--- src/rtl/fetch_sequencer.sv ---
// fetch_sequencer: load/run/step/halt sequencing for the IF stage, sharing the IM port with the UART loader.
// Define CYCLE_COUNT_EN to build the enabled-fetch cycle counter; otherwise cycle_count is tied to 0.
module fetch_sequencer #(
  parameter int         ADDR_W      = 10,
  parameter int         DATA_W      = 32,
  parameter logic [5:0] HALT_OPCODE = 6'b111111
) (
  input  logic              clock,
  input  logic              reset,
  input  logic              cmd_valid,
  input  logic [1:0]        cmd_op,
  output logic              cmd_ready,
  input  logic              ld_valid,
  input  logic [DATA_W-1:0] ld_data,
  input  logic              ld_last,
  output logic              ld_ready,
  input  logic              hazard_stall,
  input  logic [DATA_W-1:0] instruc,
  output logic              if_enable,
  output logic              pc_write,
  output logic              pc_clear,
  output logic              im_sel,
  output logic              im_wea,
  output logic [ADDR_W-1:0] im_addr,
  output logic [DATA_W-1:0] im_din,
  output logic [2:0]        state,
  output logic              halted,
  output logic [31:0]       cycle_count
);

  typedef enum logic [2:0] {
    S_IDLE   = 3'd0,
    S_LOAD   = 3'd1,
    S_RUN    = 3'd2,
    S_STEP   = 3'd3,
    S_HALTED = 3'd4
  } state_t;

  localparam logic [1:0] OP_RUN  = 2'b00;
  localparam logic [1:0] OP_STEP = 2'b01;
  localparam logic [1:0] OP_LOAD = 2'b10;
  localparam logic [1:0] OP_HALT = 2'b11;

  state_t            r_state;
  state_t            w_next;
  logic [ADDR_W-1:0] r_imAddr;
  logic              r_fetchValid;
  logic              r_pcClear;
  logic              r_halted;
  logic              w_ldFire;
  logic              w_ldDone;
  logic              w_haltOpcode;
  logic              w_unusedInstrBits;

  // Only the opcode field of the fetched word matters to the sequencer.
  assign w_unusedInstrBits = ^instruc[DATA_W-7:0];

  assign ld_ready     = (r_state == S_LOAD);
  assign im_sel       = (r_state == S_LOAD);
  assign im_wea       = ld_ready && ld_valid;
  assign im_din       = ld_data;
  assign w_ldFire     = ld_valid && ld_ready;
  assign w_ldDone     = w_ldFire && (ld_last || (r_imAddr == {ADDR_W{1'b1}}));
  assign w_haltOpcode = r_fetchValid && (instruc[DATA_W-1 -: 6] == HALT_OPCODE);

  always_comb begin
    w_next    = r_state;
    cmd_ready = 1'b0;
    if_enable = 1'b0;
    pc_write  = 1'b0;
    case (r_state)
      S_IDLE, S_HALTED: begin
        cmd_ready = 1'b1;
        // The word fetched by a single step lands here, one cycle after STEP.
        if (w_haltOpcode) begin
          w_next = S_HALTED;
        end else if (cmd_valid) begin
          case (cmd_op)
            OP_RUN:  w_next = S_RUN;
            OP_STEP: w_next = S_STEP;
            OP_LOAD: w_next = S_LOAD;
            default: ;
          endcase
        end
      end
      S_LOAD: begin
        if (w_ldDone) w_next = S_IDLE;
      end
      S_RUN: begin
        cmd_ready = 1'b1;
        if (w_haltOpcode || (cmd_valid && (cmd_op == OP_HALT))) begin
          w_next = S_HALTED;
        end else begin
          if_enable = 1'b1;
          pc_write  = !hazard_stall;
        end
      end
      S_STEP: begin
        if_enable = 1'b1;
        pc_write  = !hazard_stall;
        w_next    = S_IDLE;
      end
      default: w_next = S_IDLE;
    endcase
  end

  always_ff @(posedge clock or posedge reset) begin
    if (reset) begin
      r_state      <= S_IDLE;
      r_imAddr     <= '0;
      r_fetchValid <= 1'b0;
      r_pcClear    <= 1'b0;
      r_halted     <= 1'b0;
    end else begin
      r_state      <= w_next;
      r_fetchValid <= if_enable;
      r_pcClear    <= w_ldDone;
      r_halted     <= (w_next == S_HALTED);
      if (w_ldDone) begin
        r_imAddr <= '0;
      end else if (w_ldFire) begin
        r_imAddr <= r_imAddr + 1'b1;
      end
    end
  end

`ifdef CYCLE_COUNT_EN
  logic [31:0] r_cycleCount;

  // Restarts for every new program so each load is profiled from zero.
  always_ff @(posedge clock or posedge reset) begin
    if (reset) begin
      r_cycleCount <= 32'd0;
    end else if ((w_next == S_LOAD) && (r_state != S_LOAD)) begin
      r_cycleCount <= 32'd0;
    end else if (if_enable && pc_write) begin
      r_cycleCount <= r_cycleCount + 32'd1;
    end
  end

  assign cycle_count = r_cycleCount;
`else
  assign cycle_count = 32'd0;
`endif

  assign state    = r_state;
  assign halted   = r_halted;
  assign pc_clear = r_pcClear;
  assign im_addr  = r_imAddr;

endmodule

--- config.mk ---
export PLATFORM = sky130hd
export DESIGN_NAME = fetch_sequencer
export DESIGN_NICKNAME = d
export VERILOG_FILES = /design/src/rtl/fetch_sequencer.sv
export SDC_FILE = /design/constraint.sdc
export NUM_CORES = 1
export LEC_CHECK = 0
export ABC_AREA = 1
export BUFFER_PORTS_ARGS = -buffer_cell sky130_fd_sc_hd__buf_2
export CORE_ASPECT_RATIO = 2
export CORE_MARGIN = 2
export CORE_UTILIZATION = 35
export DETAILED_ROUTE_END_ITERATION = 12
export PLACE_DENSITY = 0.79
export SYNTH_ARGS = -nofsm -noshare
export SYNTH_HDL_FRONTEND = slang
export SYNTH_SLANG_ARGS = --single-unit
--- constraint.sdc ---
create_clock -name clock -period 2.8 [get_ports clock]
set_clock_uncertainty 0.15 [all_clocks]
set_input_delay 0.56 -clock clock [delete_from_list [all_inputs] [get_ports clock]]
set_output_delay 0.56 -clock clock [all_outputs]
set_load 0.02 [all_outputs]
==> results summary <==
The flow ran to the end, and the final reports show no timing, DRC or antenna violations. In this design, the stage delay of the slowest critical-path cell is 0.45 ns. The total of buffers placed on input and output ports is 34. The storage element area came out at 400.4 µm². Setup repair after global routing left no endpoint under its margin. In the synthesized netlist, the number of instances is 197. The analysis attributes to cell leakage a power of ~0.00088 µW. The number of hold violations in the final report is 0. The core region is 4088 µm².

The cts-stage hold buffer count is 0. The first routing iteration left 18 violations. The post-synthesis average cell area is 7.475 µm². The share of layout cells above drive strength 1 is 0.2338. The required time reported for the critical path endpoint is 2.09 ns.

The routed wire length came out at 2685 µm. The initial core utilization is 0.3603. The initial antenna violation count is 0. In the routed layout, each cell is associated on average with a via count of 4.356.

Of the total synthesized cell area, the portion taken by XOR and XNOR cells is 0.01189. The detail route stage leaves a number of antenna-violating nets equal to 0. The max-slew violation count was 0. The remaining design rule violation count is 0. The number of synthesized flops with an enable pin is 0. Entering global routing, the biggest net connects 17 pins.

The floorplan die area is 4774 µm². The critical-path maximum fanout came out at 8. Of the total synthesized cell area, the portion taken by AND, OR, NAND and NOR gates is 0.2557.

The total congestion overflow after global routing came out at 0. In this run the power density over the cells is 713.0 nW/µm². The CTS sink count came out at 16. Clock-pin slew was measured on the worst setup and hold paths at roughly 0.060 ns. The clock tree from TritonCTS is yes.

The count of buffers added by post-CTS timing repair for setup came out at 0. The proportion of synthesized area in mux cells came out at 0. The total standard cell area after synthesis is 1473 µm². At the pin with the least slew margin, the transition time is 0.5998 ns. Synthesis instantiated 21 different standard cells from the library. The total clock buffers created by CTS is 3. By area the synthesized netlist is led by sky130_fd_sc_hd__buf_4, sky130_fd_sc_hd__dfrtp_1, sky130_fd_sc_hd__nand2_1. The synthesized flop and latch total came out at 16.

The post-cts repair resize count is 0. The maximum clock path buffer count is 2. The number of synthesis warnings came out at 0. Of the total synthesized cell area, the portion taken by full adders, half adders and majority gates is 0.04248. The kind of start point of the critical path is a flop. Fill cells in the final layout number 449.

The maximum clock frequency came out at 459.1 MHz. For this run, the total global-route usage over all layers was measured as 0.1169. The global-route wire length before repair came out at approximately 4200 µm. The final setup violation count is 0. The compound-gate portion of the synthesized area came out at 0.03059. For this block, the via count after detailed routing is approximately 1100. The number of optimization iterations in the first detailed-route pass is 5. The type of the worst setup path is flop to primary output. The depth of the most critical reg-to-reg path is 8. Measured against its own limit, the worst slew margin works out to 0.5997. Across the run, the number of max-cap violations was 0.

The worst min-delay path category is primary input to asynchronous set/reset pin. The worst IR drop on VDD came out at 291.3 µV. The share of synthesized registers carrying an async set or reset came out at 1.000.

The wire length per cell after detailed routing came out at about 11 µm. STA classifies the critical path endpoint as a primary output. The number of nets in the final layout came out at 279.

In this run the number of H-tree levels came out at 1. The minimum clock period after layout came out at 2.178 ns. The design area came out at approximately 1400 µm². In the synthesized netlist, the cells that appear most often are sky130_fd_sc_hd__buf_4, sky130_fd_sc_hd__nand2_1, sky130_fd_sc_hd__inv_1. The final weighted congestion of routability-driven global placement came out at 0.7831.

The half-perimeter wire length after detailed placement came out at 2257 µm. The I/O pin count came out at around 160. The most repeated cell in the gate-level netlist after synthesis is sky130_fd_sc_hd__buf_4.

The antenna diode count is 0. In the finished design, the share of the clock period the worst path needs comes to 0.7779. The largest individual stage delay along the critical path comes from the cell sky130_fd_sc_hd__dfrtp_1. The signal on the critical path passes through nor2_2 -> nand3_4 -> inv_2 -> buf_2. The multi-input combinational cells in the finished layout cover a total of 621.8 µm².

The fraction of the yosys area taken by sequential cells came out at 0.2719. In the synthesized netlist the dominant register cell turns out to be sky130_fd_sc_hd__dfrtp_1. From left edge to right edge, the die measures around 50 µm. sky130_fd_sc_hd__buf_4 takes more of the synthesized area than any other cell. The area growth from synthesis to final layout came out at -5.523%.

By area, the combinational part of the netlist is dominated by buffers and inverters. Setup total negative slack on the finished layout was measured at 0 ns. The worst-skew pair later-pin latency is around 0.25 ns. The library cell used as clock root buffer is sky130_fd_sc_hd__clkbuf_8. Measured along the y axis, the die boundary spans between 90 and 100 µm. The instance area at placement is 1336 µm². The number of rows in the core area came out at 33. The data arrival time at the worst-slack endpoint is 1.47 ns.

The number of global-route vias before repair is 979. The area fraction of the dominant cell type after synthesis is 0.3314.
## state kept, by name, summed over array words and instances (netlist names)
signal / flops
im_addr: 10
state: 3
halted: 1
pc_clear: 1
r_fetchValid: 1
## placed cells by master (no fill, tap or decap), types with 2 or more instances in the layout
master                      n
sky130_fd_sc_hd__nand2_1   42
sky130_fd_sc_hd__buf_2     34
sky130_fd_sc_hd__conb_1    32
sky130_fd_sc_hd__inv_1     19
sky130_fd_sc_hd__nand3b_1   2
sky130_fd_sc_hd__a21oi_1    6
sky130_fd_sc_hd__nor2_1    14
sky130_fd_sc_hd__nand3_1   11
sky130_fd_sc_hd__o21ai_0    3
sky130_fd_sc_hd__xor2_1     2
sky130_fd_sc_hd__clkbuf_8   4
sky130_fd_sc_hd__inv_2      2
sky130_fd_sc_hd__nor2_2     2
sky130_fd_sc_hd__ha_1       5
sky130_fd_sc_hd__dfrtp_1   16
## cells by family (layout without fill, tap and decap cells)
kind of cell             after synthesis  after routing
flip-flops                            16             16
XOR/XNOR                               2              2
other                                  1             32
AO/OA/AOI/OAI                          9              9
adder cells (fa/ha/maj)                5              5
AND/OR/NAND/NOR                       78             78
buffers and inverters                 86             59
## worst paths after layout
path                            start         end  slack [ns]
setup / recovery             state[1]      im_wea        0.62
hold / removal                  reset  im_addr[8]        0.23
setup reg to reg           im_addr[0]    state[0]        1.17
hold reg to reg            im_addr[1]  im_addr[1]        0.40
max in group asynchronous       reset  im_addr[6]        1.89
min in group clock         im_addr[1]  im_addr[1]        0.40
## stage by stage
stage                     worst slack (ns)  hold slack (ns)    util  total power, µW  instances
final                               0.6218           0.2252  0.3404            992.1        253
after global routing                0.4513           0.2833  0.3404             1066        253
after CTS                           0.6223           0.2549  0.3404             1002        253
after detailed placement            0.6980           0.3956  0.3269            799.5        249
after global placement              0.6946           0.3846  0.3269            786.2        249
after floorplan                     0.8180           0.3237       -            764.1        228
## worst max-delay path: cells and delay by family (launching register included)
kind	cells	cell delay, ns
buffers and inverters	2	0.39
flip-flops	1	0.45
AND/OR/NAND/NOR	2	0.37
## cell type report
| cell class | count | share of cell area |
|---|---|---|
| Inverter | 21 | 0.05665 |
| Sequential cell | 16 | 0.2878 |
| Timing Repair Buffer | 34 | 0.1223 |
| Clock buffer | 4 | 0.03957 |
| Tap cell | 52 | 0.04676 |
| Multi-Input combinational cell | 126 | 0.4469 |
## layer usage
metal  routed length [µm]  GRT usage
met5                    0          0
met3                  344    0.02329
met1                  840     0.1061
met4                  157     0.1042
met2                 1343     0.2133
## power breakdown
group	switching [µW]	total (µW)	internal, µW
sequential	73.9	360	286
clock	74.7	199	125
combinational	304	432	129
No activity file was read; power rests on OpenSTA's default activity.
